--- src/rtl/traffic_pkg.sv ---
// rtl/traffic_pkg.sv - light codes, phase ids and scheduler state encodings shared by the intersection blocks
package traffic_pkg;

   typedef enum logic [1:0] {
      RED    = 2'b00,
      YELLOW = 2'b01,
      GREEN  = 2'b10
   } light_t;

   typedef enum logic [1:0] {
      PH_TH  = 2'd0,
      PH_NN  = 2'd1,
      PH_NS  = 2'd2,
      PH_PED = 2'd3
   } phase_t;

   typedef enum logic [1:0] {
      S_ALL_RED = 2'd0,
      S_GREEN   = 2'd1,
      S_YELLOW  = 2'd2,
      S_WALK    = 2'd3
   } state_t;

   function automatic int max4(input int a, input int b, input int c, input int d);
      int m;
      m = a;
      if (b > m) m = b;
      if (c > m) m = c;
      if (d > m) m = d;
      return m;
   endfunction

   // Only the granted phase ever leaves RED, which is what keeps the vehicle lights mutually exclusive.
   function automatic light_t light_for(input phase_t ph, input state_t st, input phase_t g);
      if (g != ph) return RED;
      case (st)
         S_GREEN:  return GREEN;
         S_YELLOW: return YELLOW;
         default:  return RED;
      endcase
   endfunction

endpackage

--- src/rtl/sec_prescaler.sv ---
// rtl/sec_prescaler.sv - one-cycle tick every CLK_HZ enabled cycles, restartable at interval boundaries
module sec_prescaler #(
   parameter int CLK_HZ = 10000
) (
   input  logic clk,
   input  logic reset,
   input  logic enable,
   input  logic restart,
   output logic sec_tick
);

   localparam int CW = (CLK_HZ > 1) ? $clog2(CLK_HZ) : 1;
   localparam logic [CW-1:0] LAST = CW'(CLK_HZ - 1);

   logic [CW-1:0] cnt;

   assign sec_tick = enable && (cnt == LAST);

   always_ff @(posedge clk or negedge reset) begin
      if (!reset) begin
         cnt <= '0;
      end else if (enable) begin
         if (restart || cnt == LAST) cnt <= '0;
         else                        cnt <= cnt + CW'(1);
      end
   end

endmodule

--- src/rtl/phase_scheduler.sv ---
// rtl/phase_scheduler.sv - round-robin phase arbiter and GREEN/YELLOW/ALL_RED/WALK sequencer
module phase_scheduler
   import traffic_pkg::*;
#(
   parameter int CLK_HZ    = 10000,
   parameter int MIN_GREEN = 5,
   parameter int MAX_GREEN = 20,
   parameter int YELLOW_T  = 3,
   parameter int ALL_RED_T = 1,
   parameter int PED_T     = 10
) (
   input  logic       clk,
   input  logic       reset,
   input  logic       enable,
   input  logic       req_th,
   input  logic       req_nn,
   input  logic       req_ns,
   input  logic       req_ped,
   output logic [1:0] light_th,
   output logic [1:0] light_nn,
   output logic [1:0] light_ns,
   output logic       light_ped,
   output logic [1:0] grant,
   output logic [3:0] pending
);

   localparam int TW = $clog2(max4(MAX_GREEN, YELLOW_T, ALL_RED_T, PED_T) + 1);
   localparam logic [TW-1:0] T_MAX   = TW'(MAX_GREEN);
   localparam logic [TW-1:0] T_YEL   = TW'(YELLOW_T);
   localparam logic [TW-1:0] T_AR    = TW'(ALL_RED_T);
   localparam logic [TW-1:0] T_PED   = TW'(PED_T);
   localparam logic [TW-1:0] T_EARLY = TW'(MAX_GREEN - MIN_GREEN);

   logic [3:0]    sync1, sync2;
   logic [3:0]    pending_q, busy, clr;
   state_t        state, nxt_state;
   phase_t        grant_q, nxt_grant, scan_ph;
   logic [TW-1:0] timer, timer_nx, nxt_timer;
   logic [1:0]    cand;
   logic          scan_hit, others_pending, sec_tick, restart;

   always_ff @(posedge clk or negedge reset) begin
      if (!reset) begin
         sync1 <= '0;
         sync2 <= '0;
      end else begin
         sync1 <= {req_ped, req_ns, req_nn, req_th};
         sync2 <= sync1;
      end
   end

   sec_prescaler #(.CLK_HZ(CLK_HZ)) u_prescaler (
      .clk      (clk),
      .reset    (reset),
      .enable   (enable),
      .restart  (restart),
      .sec_tick (sec_tick)
   );

   // Decisions look at the post-tick timer so every interval ends on the tick that exhausts it.
   assign timer_nx = (sec_tick && timer != '0) ? timer - TW'(1) : timer;

   always_comb begin
      scan_hit = 1'b0;
      scan_ph  = grant_q;
      cand     = '0;
      for (int k = 1; k <= 4; k++) begin
         cand = 2'(grant_q) + 2'(k);
         if (!scan_hit && pending_q[cand]) begin
            scan_hit = 1'b1;
            scan_ph  = phase_t'(cand);
         end
      end
   end

   assign others_pending = |(pending_q & ~(4'b0001 << grant_q));

   always_comb begin
      nxt_state = state;
      nxt_grant = grant_q;
      nxt_timer = timer;
      if (enable) begin
         nxt_timer = timer_nx;
         case (state)
            S_ALL_RED: begin
               if (timer_nx == '0 && scan_hit) begin
                  nxt_grant = scan_ph;
                  if (scan_ph == PH_PED) begin
                     nxt_state = S_WALK;
                     nxt_timer = T_PED;
                  end else begin
                     nxt_state = S_GREEN;
                     nxt_timer = T_MAX;
                  end
               end
            end
            S_GREEN: begin
               if (timer_nx == '0 || (timer_nx <= T_EARLY && others_pending)) begin
                  nxt_state = S_YELLOW;
                  nxt_timer = T_YEL;
               end
            end
            default: begin
               if (timer_nx == '0) begin
                  nxt_state = S_ALL_RED;
                  nxt_timer = T_AR;
               end
            end
         endcase
      end
   end

   assign restart = (nxt_state != state);

   // The phase being served cannot re-latch its own request; entry clears it and wins over a set.
   assign busy = (state == S_GREEN) ? (4'b0001 << grant_q) :
                 (state == S_WALK)  ? 4'b1000 : 4'b0000;
   assign clr  = (restart && (nxt_state == S_GREEN || nxt_state == S_WALK)) ?
                 (4'b0001 << nxt_grant) : 4'b0000;

   always_ff @(posedge clk or negedge reset) begin
      if (!reset) begin
         state     <= S_ALL_RED;
         timer     <= T_AR;
         grant_q   <= PH_PED;
         pending_q <= '0;
         light_th  <= RED;
         light_nn  <= RED;
         light_ns  <= RED;
         light_ped <= 1'b0;
      end else begin
         state     <= nxt_state;
         timer     <= nxt_timer;
         grant_q   <= nxt_grant;
         pending_q <= (pending_q | (sync2 & ~busy)) & ~clr;
         light_th  <= light_for(PH_TH, nxt_state, nxt_grant);
         light_nn  <= light_for(PH_NN, nxt_state, nxt_grant);
         light_ns  <= light_for(PH_NS, nxt_state, nxt_grant);
         light_ped <= (nxt_state == S_WALK);
      end
   end

   assign grant   = grant_q;
   assign pending = pending_q;

endmodule
--- config.mk ---
export PLATFORM = sky130hd
export DESIGN_NAME = phase_scheduler
export DESIGN_NICKNAME = d
export VERILOG_FILES = /design/src/rtl/traffic_pkg.sv /design/src/rtl/sec_prescaler.sv /design/src/rtl/phase_scheduler.sv
export SDC_FILE = /design/constraint.sdc
export NUM_CORES = 1
export LEC_CHECK = 0
export CORE_MARGIN = 3
export CORE_UTILIZATION = 55
export CTS_CLUSTER_DIAMETER = 120
export DETAILED_ROUTE_END_ITERATION = 7
export GPL_TIMING_DRIVEN = 0
export PLACE_DENSITY = 0.78
export SLEW_MARGIN = 20
export SYNTH_ARGS = -nofsm -noshare
export SYNTH_HDL_FRONTEND = slang
export SYNTH_HIERARCHICAL = 1
export SYNTH_SLANG_ARGS = --single-unit
--- constraint.sdc ---
create_clock -name clk -period 4.33 [get_ports clk]
set_input_delay 0.433 -clock clk [delete_from_list [all_inputs] [get_ports clk]]
set_output_delay 0.433 -clock clk [all_outputs]
set_load 0.03 [all_outputs]
==> flow_summary.toml <==
[status]
status = "completed"

[global_routing]
grt_antenna_before_repair = 0
grt_pass1_wl_um = 8900
grt_pass1_vias = 1943
overflow = 0
grt.total_usage_pct = 21.3
grt_max_degree = 29

[setup_path]
r2r.worst_path.cells = 13
r2r_start = "grant[1]$_DFF_PN1_"
end_kind = "register"
arrival_ns = 4.20
crit_chain = "clkbuf_1 > inv_1 > ha_1 > buf_6 > mux4_2 > or2_1 > or3_4 > o21ai_0 > a21oi_1 > a41oi_2 > nor2b_2 > buf_6 > a21oi_1"
cp.required_ns = 4.56
reg2reg_slack_ns = 0.36
crit_path_top_delay_cell = "dfstp_2"
crit_type = "reg -> reg"
slowest_delay_ns = 0.57
critical-path-top-delay-family = "buffers and inverters"
crit_fanout = 10
start_kind = "register"
crit_buf_inv = 4
rr_endpoint = "u_prescaler/cnt[13]$_DFFE_PN0P_"

[route]
vias_per_cell = 6.05
drc = 0
drtIter0Drc = 164
met1_length_um = 2330
antenna_left = 0
routedWlPerCell_um = 15.7
top_layer = "met4"
route.met3.wl_um = 223
dr_total_vias = 2020
wirelength_um = 5240
drt_pass1_iterations = 5
routed-wl-met2_um = 2600

[timing]
tightest_slew_ns = 0.753
relSlewSlack_pct = 48.4
finalClockSkew_ns = 0.00225
finalCritPeriodShare_pct = 91.8
fin_crit_ns = 3.97
max_freq_mhz = 252
final.setup.worst_slack_ns = 0.356
tns_ns = 0
final-setup-viol-count = 0
drv_slew = 0
rsz0062_at_grt = "no"
finalHoldViolCount = 0

[clock_tree]
path_clk_slew_ns = 0.09
clock_sinks = 42
clk_latency_ns = 0.30
post_cts_buffers = 0
cts_buffer_depth = 2
hold_buffers = 0
cts-root-buf = "clkbuf_8"
postCtsResizedCells = 0
cts_max_level = 2
cts_buffers = 5
cts_tree = "done"

[synthesis]
synthCells = 254
syn_nets = 268
synth_seq_cells = 42
synth_ff_type = "dfrtp_1"
yosys-top-cells-area = "dfrtp_1 (39%), mux4_2 (3.6%), ha_1 (3.5%), o21ai_0 (3.2%), dfstp_2 (3.1%)"
synth_top_cell_by_area = "dfrtp_1"
avgSynthCellArea_um2 = 9.96
synth_edf_count = 0
seq_area_frac_synth_pct = 41.7
synth_area_um2 = 2530
synth_common_cells = "dfrtp_1 (39), nor2_1 (17), nand2_1 (16), o21ai_0 (16)"
yosys.cell_count.top_type = "dfrtp_1"
synthArstFlopShare_pct = 100
synth_top_area_share_pct = 38.6
yosys_warnings = 6
yosysUniqueCellTypes = 62

[die]
rows = 24
core_um2 = 4380
dieHeight_um = 73.8
io_pins = 20
start_util_pct = 57.7
fp.dieW_um = 73.8
dieArea_um2 = 5450

[pwr]
power_frac_seq_pct = 56.0
p_comb_share_pct = 11.1
p_per_area_nw_per_um2 = 284
p_leak_nw = 1.27
p_clk_share_pct = 32.8
internal_power_uw = 581
ir_drop_mv = 0.326
p_sw_share_pct = 29.3
switching_power_uw = 241

[finish]
fin_nets = 295
drive_above_1_share_pct = 15.6
fin_util_pct = 66.0
area.growth.synth_to_final_pct = 14.4
finalInstanceArea_um2 = 2890
num_antenna_cells = 0
fillers = 339

[placement]
dp_hpwl_um = 3900
globalplace.congestion = 0.844
place_ws_ns = 0.383
postPlaceCellArea_um2 = 2800
port-buffer-count = 19

[worst_hold_path]
hp-class = "in -> async"

[run]
max-cap-violations = 0
==> metrics by stage <==
step,total power [mW],std cells,hold WS (ns)
final,0.822,334,0.0392
after global routing,0.869,334,0.0466
after CTS,0.832,334,0.0452
after detailed placement,0.560,326,0.336
after global placement,0.552,325,0.332
after floorplan,0.521,254,0.137
==> power by group through the flow <==
stage	Combinational, mW	Sequential, mW	Clock, mW
detailed placement	0.0929	0.467	0
CTS	0.0930	0.460	0.279
global placement	0.0864	0.466	0
floorplan	0.0636	0.458	0
global route	0.106	0.468	0.295
finish	0.0917	0.461	0.270
==> cells in the final DEF, fill, tap and decap left out, types with 4 or more instances in the layout <==
| master | synthesis | routed |
|---|---|---|
| clkbuf_8 | 0 | 5 |
| clkdlybuf4s50_1 | 0 | 18 |
| xor2_1 | 6 | 6 |
| nand2_1 | 16 | 16 |
| ha_1 | 7 | 7 |
| and3_1 | 7 | 7 |
| mux4_2 | 4 | 4 |
| nand4_1 | 5 | 5 |
| o21ai_0 | 16 | 16 |
| mux2i_1 | 7 | 7 |
| dfrtp_1 | 39 | 39 |
| a21oi_1 | 14 | 14 |
| nor3_1 | 8 | 8 |
| nand3_1 | 13 | 13 |
| nor2_1 | 17 | 17 |
| nand2b_1 | 6 | 6 |
| buf_2 | 4 | 5 |
| a31oi_1 | 4 | 4 |
| clkbuf_1 | 4 | 4 |
| inv_1 | 14 | 14 |
==> cell type report <==
type | instances | area [µm²] | share of cell area [%]
well taps | 52 | 65.1 | 2.25
repair buffers | 20 | 205 | 7.09
plain buffers | 11 | 65.1 | 2.25
multi-input cells | 184 | 1350 | 46.5
flip-flops and latches | 42 | 1050 | 36.4
clock inverters | 3 | 26.3 | 0.908
clock buffers | 5 | 68.8 | 2.38
inverters | 17 | 63.8 | 2.20
==> kinds of logic (layout without fill, tap and decap cells) <==
family	Yosys count	count (layout)	share of synthesized area, %
AOI/OAI and AO/OA	59	59	17.6
buffers and inverters	28	56	5.10
xor gates and xnor gates	10	10	3.76
and+or+nand+nor	95	95	21.1
DFF	42	42	41.7
adders and majority gates	7	7	3.46
muxes	13	13	7.22
==> flip-flops by register name, summed over array words and instances (netlist names) <==
register and flops:
light_nn 2, sync2 4, timer 5, light_th 2
grant 2, sync1 4, u_prescaler/cnt 14, light_ped 1
light_ns 2, state 2, pending 4
==> worst reg2reg max path, stage by stage, from the launching register on <==
cell and delay [ns]:
dfstp_2 0.57, clkbuf_1 0.43, inv_1 0.14, ha_1 0.33
buf_6 0.13, mux4_2 0.56, or2_1 0.29, or3_4 0.42
o21ai_0 0.18, a21oi_1 0.18, a41oi_2 0.35, nor2b_2 0.08
buf_6 0.14, a21oi_1 0.11
==> how the worst max path moves through the flow <==
stage	startpoint	endpoint	depth (start not counted)
final	grant[1]$_DFF_PN1_	u_prescaler/cnt[13]$_DFFE_PN0P_	13
after global routing	grant[1]$_DFF_PN1_	u_prescaler/cnt[5]$_DFFE_PN0P_	13
after CTS	grant[1]$_DFF_PN1_	u_prescaler/cnt[13]$_DFFE_PN0P_	13
after detailed placement	grant[1]$_DFF_PN1_	u_prescaler/cnt[13]$_DFFE_PN0P_	13
after global placement	grant[1]$_DFF_PN1_	u_prescaler/cnt[13]$_DFFE_PN0P_	13
after floorplan	grant[1]$_DFF_PN1_	u_prescaler/cnt[13]$_DFFE_PN0P_	13
==> routing by layer <==
metal / GRT usage, % / vias up
li1: - / 981
met1: 28.7 / 985
met2: 33.8 / 46
met3: 4.38 / 8
met4: 7.85 / 0
met5: 0 / -
No activity file was read; power rests on OpenSTA's default activity.
